===== src/rtl/serdes_host.sv =====
`timescale 1ns/1ps
// -----------------------------------------------------------------------------
// serdes_host
//
// Host-side driver for a byte-serial adder tile. It takes an operand pair
// {a, b} on a valid/ready request port and sends it MS byte first on bus_out,
// a then b. It then pulses start_calc, waits CALC_WAIT cycles, and raises
// output_result for N cycles. The N result bytes returned on bus_in are
// shifted into rsp_z and offered on a valid/ready response port.
//
// Parameters
//   WIDTH      operand/result width, multiple of 8 (N = WIDTH/8 bytes)
//   CALC_WAIT  idle cycles between start_calc and the first output_result
//
// Ports
//   clk            clock, rising edge
//   rst_n          asynchronous active-low reset
//   req_valid/req_ready/req_a/req_b   operand request handshake
//   rsp_valid/rsp_ready/rsp_z         result response handshake
//   bus_out        byte to device ui_in
//   start_calc     to device uio_in[2]
//   output_result  to device uio_in[3]
//   bus_in         byte from device uo_out
//
// Every output is a flop. Each output flop is loaded from a decode of the
// *next* state, so an output's value always matches the state it is in.
// -----------------------------------------------------------------------------
module serdes_host #(
   parameter int WIDTH     = 24,
   parameter int CALC_WAIT = 2
) (
   input  logic               clk,
   input  logic               rst_n,
   input  logic               req_valid,
   output logic               req_ready,
   input  logic [WIDTH-1:0]   req_a,
   input  logic [WIDTH-1:0]   req_b,
   output logic               rsp_valid,
   input  logic               rsp_ready,
   output logic [WIDTH-1:0]   rsp_z,
   output logic [7:0]         bus_out,
   output logic               start_calc,
   output logic               output_result,
   input  logic [7:0]         bus_in
);

   localparam int N     = WIDTH / 8;
   localparam int CNT_W = $clog2(2 * N + 17);

   localparam logic [CNT_W-1:0] LAST_SEND = CNT_W'(2 * N - 1);
   localparam logic [CNT_W-1:0] LAST_WAIT = CNT_W'((CALC_WAIT > 0) ? (CALC_WAIT - 1) : 0);
   localparam logic [CNT_W-1:0] LAST_READ = CNT_W'(N);
   localparam logic [CNT_W-1:0] NUM_OR    = CNT_W'(N);

   typedef enum logic [2:0] {
      S_IDLE  = 3'd0,
      S_SEND  = 3'd1,
      S_START = 3'd2,
      S_WAIT  = 3'd3,
      S_READ  = 3'd4,
      S_DONE  = 3'd5
   } state_t;

   state_t               state_q, state_d;
   logic [CNT_W-1:0]     cnt_q, cnt_d;
   logic [2*WIDTH-1:0]   sh_q, sh_d;
   logic [WIDTH-1:0]     rsp_z_q, rsp_z_d;
   logic [7:0]           bus_out_q, bus_out_d;
   logic                 start_calc_q, start_calc_d;
   logic                 output_result_q, output_result_d;
   logic                 req_ready_q, req_ready_d;
   logic                 rsp_valid_q, rsp_valid_d;

   // State, counter, datapath and output flops
   always_ff @(posedge clk or negedge rst_n) begin
      if (!rst_n) begin
         state_q         <= S_IDLE;
         cnt_q           <= '0;
         sh_q            <= '0;
         rsp_z_q         <= '0;
         bus_out_q       <= 8'h00;
         start_calc_q    <= 1'b0;
         output_result_q <= 1'b0;
         req_ready_q     <= 1'b1;
         rsp_valid_q     <= 1'b0;
      end else begin
         state_q         <= state_d;
         cnt_q           <= cnt_d;
         sh_q            <= sh_d;
         rsp_z_q         <= rsp_z_d;
         bus_out_q       <= bus_out_d;
         start_calc_q    <= start_calc_d;
         output_result_q <= output_result_d;
         req_ready_q     <= req_ready_d;
         rsp_valid_q     <= rsp_valid_d;
      end
   end

   // Next-state and phase counter
   always_comb begin
      state_d = state_q;
      cnt_d   = cnt_q;
      case (state_q)
         S_IDLE: begin
            // req_ready is high exactly while idle, so valid alone is the handshake
            if (req_valid) begin
               state_d = S_SEND;
               cnt_d   = '0;
            end else begin
               state_d = S_IDLE;
            end
         end
         S_SEND: begin
            if (cnt_q == LAST_SEND) begin
               state_d = S_START;
               cnt_d   = '0;
            end else begin
               cnt_d = cnt_q + CNT_W'(1);
            end
         end
         S_START: begin
            cnt_d = '0;
            if (CALC_WAIT == 0) begin
               state_d = S_READ;
            end else begin
               state_d = S_WAIT;
            end
         end
         S_WAIT: begin
            if (cnt_q == LAST_WAIT) begin
               state_d = S_READ;
               cnt_d   = '0;
            end else begin
               cnt_d = cnt_q + CNT_W'(1);
            end
         end
         S_READ: begin
            if (cnt_q == LAST_READ) begin
               state_d = S_DONE;
               cnt_d   = '0;
            end else begin
               cnt_d = cnt_q + CNT_W'(1);
            end
         end
         S_DONE: begin
            if (rsp_ready) begin
               state_d = S_IDLE;
            end else begin
               state_d = S_DONE;
            end
         end
         default: begin
            state_d = S_IDLE;
            cnt_d   = '0;
         end
      endcase
   end

   // Datapath and next values of the registered outputs
   always_comb begin
      sh_d    = sh_q;
      rsp_z_d = rsp_z_q;

      if ((state_q == S_IDLE) && (state_d == S_SEND)) begin
         sh_d = {req_a, req_b};
      end else if (state_q == S_SEND) begin
         sh_d = sh_q << 8;
      end else begin
         sh_d = sh_q;
      end

      // READ cycle 0 only launches output_result; the device answers one
      // cycle later, so bytes are taken in READ cycles 1..N.
      if ((state_q == S_READ) && (cnt_q != '0)) begin
         rsp_z_d = (rsp_z_q << 8) | WIDTH'(bus_in);
      end else begin
         rsp_z_d = rsp_z_q;
      end

      if (state_d == S_SEND) begin
         bus_out_d = sh_d[2*WIDTH-1 -: 8];
      end else begin
         bus_out_d = 8'h00;
      end

      start_calc_d    = (state_d == S_START);
      output_result_d = (state_d == S_READ) && (cnt_d < NUM_OR);
      req_ready_d     = (state_d == S_IDLE);
      rsp_valid_d     = (state_d == S_DONE);
   end

   assign req_ready     = req_ready_q;
   assign rsp_valid     = rsp_valid_q;
   assign rsp_z         = rsp_z_q;
   assign bus_out       = bus_out_q;
   assign start_calc    = start_calc_q;
   assign output_result = output_result_q;

endmodule


===== config.mk =====
export PLATFORM = sky130hd
export DESIGN_NAME = serdes_host
export DESIGN_NICKNAME = d
export VERILOG_FILES = /design/src/rtl/serdes_host.sv
export SDC_FILE = /design/constraint.sdc
export NUM_CORES = 1
export LEC_CHECK = 0
export BUFFER_PORTS_ARGS = -buffer_cell sky130_fd_sc_hd__buf_2
export CELL_PAD_IN_SITES_DETAIL_PLACEMENT = 2
export CELL_PAD_IN_SITES_GLOBAL_PLACEMENT = 2
export CORE_ASPECT_RATIO = 1.25
export CORE_MARGIN = 2
export CORE_UTILIZATION = 35
export DETAILED_ROUTE_END_ITERATION = 8
export PLACE_DENSITY = 0.83
export SYNTH_ARGS = -nofsm -noshare
export SYNTH_HDL_FRONTEND = slang
export SYNTH_SLANG_ARGS = --single-unit

===== constraint.sdc =====
create_clock -name clk -period 2.5 [get_ports clk]
set_input_delay 0 -clock clk [delete_from_list [all_inputs] [get_ports clk]]
set_output_delay 0 -clock clk [all_outputs]
set_load 0.02 [all_outputs]

==> run summary, run 1 <==
The sequential fraction of the synthesis area was 0.551; the count of cells resized by post-cts repair was 0. The logs give 483 MHz for the timing-limited maximum frequency and 0.00980 ns for the final worst clock skew. Max-cap violations in this run came to 0.

The later-pin clock latency in the skew report is 0.34 ns. TritonCTS built the clock tree. Leaving out fill and tap cells, the most frequent cell in the layout is sky130_fd_sc_hd__buf_2.

The run gives 558 as the final-stage net count. The worst setup path is captured at a flop. The tools report the synthesized area as 4180 sq um. Number of levels the H-tree was split into: 3. The flow ran to the end, and the final reports show no timing, DRC or antenna violations. The logs give 3771 for the via count of the first global-routing pass and 96 for the number of I/O pins.

OpenSTA, run right after detailed placement, puts the worst setup slack at 0.435 ns. For the pin with the worst max-slew slack, the measured transition is 0.681 ns. The post-route DRC violation count is 0, and the flop and latch count out of synthesis is 92. The total area inside the core boundary comes to 11600 sq um. The tools report the global-route wire length before repair as 20100 um. The final layout contains routed wiring with a total length of 12300 um.

The run gives 44 as the number of different library cells in the post-synthesis netlist. The final number of setup-violating endpoints was 0; the final instance count without filler cells was 661. The placed wire-length estimate is 7610 um, and the largest net degree at the start of global routing is 90. The tools report the required time reported for the critical path endpoint as 2.73 ns. The worst hold path belongs to the class primary input to flop. Before antenna repair, the detailed router went through 4 iterations. The initial antenna violation count is 0, and the final worst-path setup slack is 0.428 ns.

Dividing the detail-routed wire length by the instance count gives 18.6 um. For this design, the sink count on the clock tree is 92. Across all layers, the routed design uses 3265 vias. The global placer's final weighted congestion came out at 0.855. The worst setup path is launched from a flop. The top cell types in the final layout, fill and taps aside, are sky130_fd_sc_hd__buf_2 (94), sky130_fd_sc_hd__dfrtp_1 (91), sky130_fd_sc_hd__dlygate4sd3_1 (57).

Setup repair after global routing left no endpoint under its margin. STA puts the critical path data arrival time at 2.30 ns. In this run the remaining antenna-violating nets after routing total 0.

For this run the aggregate overflow at the end of global routing stands at 0. Synthesis produced a netlist with a net count of 409. The die span in y was 126 um; the leakage dissipation was 2.72 nW.

The die is 102 um wide. The tools report the final hold violation count as 0. The logs give 0 for the number of antenna diodes and 588 for the count of placed standard cells including taps. During placement, the flow inserted port buffers numbering 95. Final period demand of the worst path: 2.07 ns. The worst setup path is of the flop to flop kind. Fill cells in the final layout number 1155. The tree is rooted in a sky130_fd_sc_hd__clkbuf_16.

Dividing total power by cell area gives a power density of 1310 nW/um^2. The initialized floorplan defines 44 standard-cell rows. The tools report the starting density of the core as 0.360. The run gives 0.546 as the tightest slew margin relative to the limit. Dividing the synthesized area by the synthesized cell count gives 12.1 sq um.

From synthesis to final layout, the design area changed by 36.2%. For the final count of pins violating max slew, the log shows 0. The worst supply voltage drop on vdd was 491 uV; the area of the die was 12800 sq um. Summed over all failing endpoints, the final setup total negative slack is 0 ns. Along the worst path, the maximum fanout reaches 7. The overall global routing resource usage came out at 0.203.

Yosys printed 0 warnings. Vias per cell: 4.94. Clock transition at the registers of the reported paths: 0.06 ns.

After technology mapping, the gate count stands at 346. The number of CTS-inserted buffers came out at 9. The share of final-layout standard cells stronger than drive strength 1 is 0.312, and the share of the clock period used by the worst path is 0.829. The clock passes through at most 2 buffers. After the first detailed-routing iteration, the DRC count stood at 77.
cells in the mapped netlist (all sizes together):
cell	count	area (sq um)
a21oi	8	55.1
inv	6	22.5
nand2	49	184
nor2b	12	75.1
ha	3	37.5
mux2	24	345
dfrtp	91	2280
nor4	2	18.8
o22ai	1	6.26
o2bb2ai	3	38.8
a211oi	1	7.51
or4b	1	13.8
a311oi	1	8.76
a31oi	1	6.26
buf	15	110
a31o	1	8.76
mux2i	41	410
o2111ai	1	8.76
a21o	1	7.51
nor3	4	30.0
dfstp	1	26.3
and4bb	1	12.5
o21ai	47	235
nand2b	2	12.5
a22o	8	70.1
clkbuf	6	22.5
nor4b	2	38.8
nor2	4	15.0
nand3	3	15.0
nand4b	1	8.76
and2	2	12.5
or3b	2	20.0
nor3b	1	18.8
layer usage:
| layer | wire (um) | vias to the layer above | GRT usage |
|---|---|---|---|
| met2 | 6710 | 77 | 0.366 |
| li1 | - | 1509 | - |
| met3 | 437 | 18 | 0.0450 |
| met5 | 0 | - | 0 |
| met4 | 231 | 0 | 0.0548 |
| met1 | 4950 | 1661 | 0.237 |
cell type report:
type	count	area, sq um	area share
flip-flops and latches	92	2300	0.405
well taps	161	201	0.0354
clock buffers	10	229	0.0402
clock inverters	6	70.1	0.0123
inverters	6	22.5	0.00396
repair buffers	159	1140	0.200
multi-input cells	227	1730	0.304
state kept, by name, summed over array words and instances, names as in the netlist, 3 cells and up:
name	flops
bus_out	8
rsp_z	24
state_q	3
cnt_q	5
sh_q	48
stage by stage:
step | util | total power [mW] | hold slack [ns] | cell area, sq um
detailed placement | 0.415 | 5.99 | 0.0871 | 4820
global placement | 0.415 | 5.78 | 0.0812 | 4820
finish | 0.490 | 7.44 | 0.0384 | 5690
CTS | 0.490 | 7.50 | 0.0325 | 5690
global route | 0.490 | 7.97 | 0.0650 | 5690
floorplan | - | 4.99 | -0.296 | 4180
where the power goes:
group | switching, mW | internal [mW]
Combinational | 1.89 | 1.50
Sequential | 0.510 | 2.16
Clock | 0.589 | 0.784
worst max-delay path: stages (launching register included):
cell	delay [ns]
sky130_fd_sc_hd__dfrtp_1	0.44
sky130_fd_sc_hd__ha_1	0.30
sky130_fd_sc_hd__or4b_4	0.50
sky130_fd_sc_hd__o2bb2ai_2	0.18
sky130_fd_sc_hd__a21oi_4	0.25
sky130_fd_sc_hd__o21ai_1	0.10
sky130_fd_sc_hd__a21o_1	0.19
path summary, 6_finish.rpt:
kind                                     start                   end  slack, ns  cells after the start
setup reg to reg            cnt_q[0]$_DFF_PN0_    cnt_q[3]$_DFF_PN0_       0.43                      6
max in group asynchronous                rst_n  bus_out[1]$_DFF_PN0_       1.48                      3
hold reg to reg            sh_q[2]$_DFFE_PN0P_   sh_q[2]$_DFFE_PN0P_       0.50                      1
setup / recovery            cnt_q[0]$_DFF_PN0_    cnt_q[3]$_DFF_PN0_       0.43                      6
min in group asynchronous                rst_n  state_q[0]$_DFF_PN0_       0.24                      2
hold / removal                       rsp_ready   rsp_valid$_DFF_PN0_       0.04                      4
cell families (layout without fill, tap and decap cells):
| group | Yosys count | in the layout | synth area share |
|---|---|---|---|
| fa+ha+maj | 3 | 3 | 0.00898 |
| simple gates | 86 | 86 | 0.114 |
| buf+inv | 27 | 181 | 0.0371 |
| compound gates | 73 | 73 | 0.108 |
| flops | 92 | 92 | 0.551 |
| mux | 65 | 65 | 0.181 |
repair_timing:
action | CTS | global route
endpoints found under the hold margin | 105 | 0
setup buffers | 0 | 0
hold buffers | 57 | 0
Power figures use the tool's default switching activity.
==> run 2, diff against run 1 <==
- CORE_UTILIZATION: 35 -> 32
- PLACE_DENSITY: 0.83 -> 0.8
- clock period: 2.5 -> 1.9 ns (I/O delays scaled with it)
==> run 2 against run 1 <==
Core utilization shrank 2.9 points. Critical path type unchanged. Non-clock buffer count grew 19. Cell area grew 3.0%.
==> run summary, run 2 (synthesized netlist as in run 1, its figures left out) <==
In this run the worst path has a maximum fanout of 6. The min-delay analysis places its worst path in the category primary input to flop. The number of antenna diodes in the final layout is 0. After clock tree synthesis, the clock-pin slew on the worst setup and hold paths is 0.06 ns. The combinational share of power is 0.485, and the placed wire-length estimate is 7910 um. Fill cells in the final layout number 1281.

The tools report the clock share of power as 0.177. The reg-to-reg startpoint was cnt_q[0]$_DFF_PN0_. The number of max-capacitance violations reported is 0.

The capture point of the worst reg-to-reg path is output_result$_DFF_PN0_. The clock net sink count is 92, and the DRC marker count from the first detailed-route iteration is 74. The run finished with clean final reports. In the final routed layout, each cell accounts on average for 18.2 um. For the final worst clock skew, the log shows 0.00865 ns. The run gives 0.901 as the global placer's final weighted congestion.

Final design area excluding fillers: 5860 sq um. The share of final-layout standard cells stronger than drive strength 1 was 0.341; the count of input and output buffers was 95. Final hold violation count: 0. The kind of end point of the critical path is a flop. The flip-flop count of the largest register after layout is 48.

Summing all placed instances gives a cell area of 4960 sq um. For the standard-cell row count, the log shows 46. The power spent charging and discharging nets was 4.00 mW.

For the total power of the final layout, the log shows 10.1 mW. The leakage dissipation is 2.83 nW, and the total vias in the final route is 3310. The library cell used most frequently in the layout, excluding fill and tap cells, is sky130_fd_sc_hd__buf_2. For the setup slack of the worst register-to-register path, the log shows 0.02 ns. For the final count of pins violating max slew, the log shows 0.

For hold timing, the worst endpoint is rsp_valid$_DFF_PN0_. In the layout the commonest cells are sky130_fd_sc_hd__buf_2 (94), sky130_fd_sc_hd__dfrtp_1 (89), sky130_fd_sc_hd__dlygate4sd3_1 (57). The die covers 14000 sq um. In this run the number of H-tree levels came out at 3.

Ranked by flip-flop count, first place goes to sh_q. Counting cells, the worst reg-to-reg path comes to 6. The starting density of the core is 0.329. In this run the deepest clock path goes through 2 buffers. For the worst-skew pair, the clock arrives at the later sink with an insertion delay of 0.34 ns. The count of cells in the finished layout, fillers not included, comes to 687. For this design the ratio of total power to cell area is 1730 nW/um^2. The first global-routing pass estimated 20500 um of wire. In the routed design, unresolved DRC markers number 0. Startpoint of the most critical hold path: rsp_ready. The first detailed-routing pass ran for 4 iterations.

Counting tap cells, the placed design contains a total of 610 instances. The tools report the timing-limited maximum frequency as 531 MHz. The worst setup path is launched from a flop. For the final routed database, the setup TNS stands at 0 ns.

During I/O placement, the number of pins put on the boundary was 96. For the worst setup path, the data required time is 2.14 ns. Setup violations remaining at the end of the flow were counted as 0. The share of the clock period used by the worst path is 0.991, and the largest net degree at the start of global routing is 93. The worst hold path depth works out to 4.

The worst-case IR drop observed on VDD is 648 uV. The die is 106 um wide. The final core area utilization is 0.461, and the initial antenna violation count is 0. For the pin with the worst max-slew slack, the measured transition is 0.497 ns. The total area inside the core boundary comes to 12700 sq um. The internal portion of the total power is 6.14 mW. Summed over all layers, the global routing overflow is 0. The via count of the first global-routing pass is 3872.

The die span in y works out to 132 um. Relative to the synthesized area, the layout overhead comes to 40.3%. Summed over all layers, the routed wires come to 12500 um.

The run gives 0.668 as the tightest slew margin relative to the limit. Vias per cell: 4.82. After layout, the minimum clock period comes to 1.88 ns. Overall global routing resource usage: 0.187. The critical path start-end classification is flop to flop. For the number of CTS-inserted buffers, the log shows 9.

The logs give 2.12 ns for the critical path arrival and 577 for the final-stage net count. The count of nets left with antenna violations once routing finished came out at 0. The fraction of power spent switching nets is 0.395, and the sequential share of power is 0.338. TritonCTS built the clock tree. The root buffer cell chosen for the clock tree is sky130_fd_sc_hd__clkbuf_16.

Setup repair after global routing could not meet its margin everywhere.
## run 2: changes by cell type in the layout (fill, tap and decap cells not counted), sizes merged
cell	change
clkinv	+3
buf	+19
inv	-2
clkinvlp	-1
## run 2: cell type report
cell class,instances,area [sq um],share of cell area
repair buffers,178,1290,0.221
well taps,168,210,0.0358
multi-input cells,227,1740,0.296
clock buffers,10,229,0.0390
clock inverters,6,65.1,0.0111
flip-flops and latches,92,2310,0.393
inverters,6,22.5,0.00384
## run 2: timing repair
item / 4_1_cts / 5_1_grt
endpoints found under the setup margin: 2 / 9
hold buffers: 57 / 0
gates resized for setup: 1 / 2
buffers inserted: 0 / 4
pin swaps: 1 / 3
endpoints found under the hold margin: 147 / 0
## run 2: worst max path at each step
| stage | startpoint | endpoint | slack [ns] | depth (start not counted) |
|---|---|---|---|---|
| 2_1_floorplan | cnt_q[0]$_DFF_PN0_ | cnt_q[3]$_DFF_PN0_ | 0.05 | 6 |
| 3_3_place_gp | cnt_q[1]$_DFF_PN0_ | cnt_q[3]$_DFF_PN0_ | 0.09 | 6 |
| 3_5_place_dp | cnt_q[1]$_DFF_PN0_ | cnt_q[3]$_DFF_PN0_ | -0.02 | 6 |
| 4_1_cts | cnt_q[1]$_DFF_PN0_ | output_result$_DFF_PN0_ | 0.003 | 8 |
| 5_1_grt | cnt_q[1]$_DFF_PN0_ | output_result$_DFF_PN0_ | -0.12 | 8 |
| 6_report | cnt_q[0]$_DFF_PN0_ | output_result$_DFF_PN0_ | 0.02 | 6 |
## run 2: per-stage QoR
stage | hold slack (ns) | worst slack, ns
floorplan | -0.296 | 0.0480
global placement | 0.0918 | 0.0905
detailed placement | 0.104 | -0.0173
CTS | 0.0944 | 0.00349
global route | 0.123 | -0.117
finish | 0.106 | 0.0162
## run 2: worst max-delay path: stages, from the launching register on
cell                        delay [ns]
sky130_fd_sc_hd__dfrtp_1          0.39
sky130_fd_sc_hd__ha_1             0.20
sky130_fd_sc_hd__or4b_4           0.48
sky130_fd_sc_hd__o2bb2ai_2        0.17
sky130_fd_sc_hd__a21oi_4          0.23
sky130_fd_sc_hd__a21oi_1          0.09
sky130_fd_sc_hd__nor4_2           0.22
## run 2: layer usage
layer,up-vias,global-route usage,wire length [um]
met1,1675,0.218,5030
met3,11,0.0381,387
met5,-,0,0
met4,0,0.0453,153
met2,74,0.345,6930
li1,1550,-,-
## run 2: power by group through the flow
| stage | clock (mW) | sequential, mW | combinational (mW) |
|---|---|---|---|
| 6_report | 1.80 | 3.42 | 4.92 |
| 5_1_grt | 1.93 | 3.53 | 5.41 |
| 4_1_cts | 1.86 | 3.43 | 4.85 |
| 2_1_floorplan | 0 | 3.67 | 2.90 |
| 3_5_place_dp | 0 | 3.45 | 4.70 |
| 3_3_place_gp | 0 | 3.36 | 4.49 |
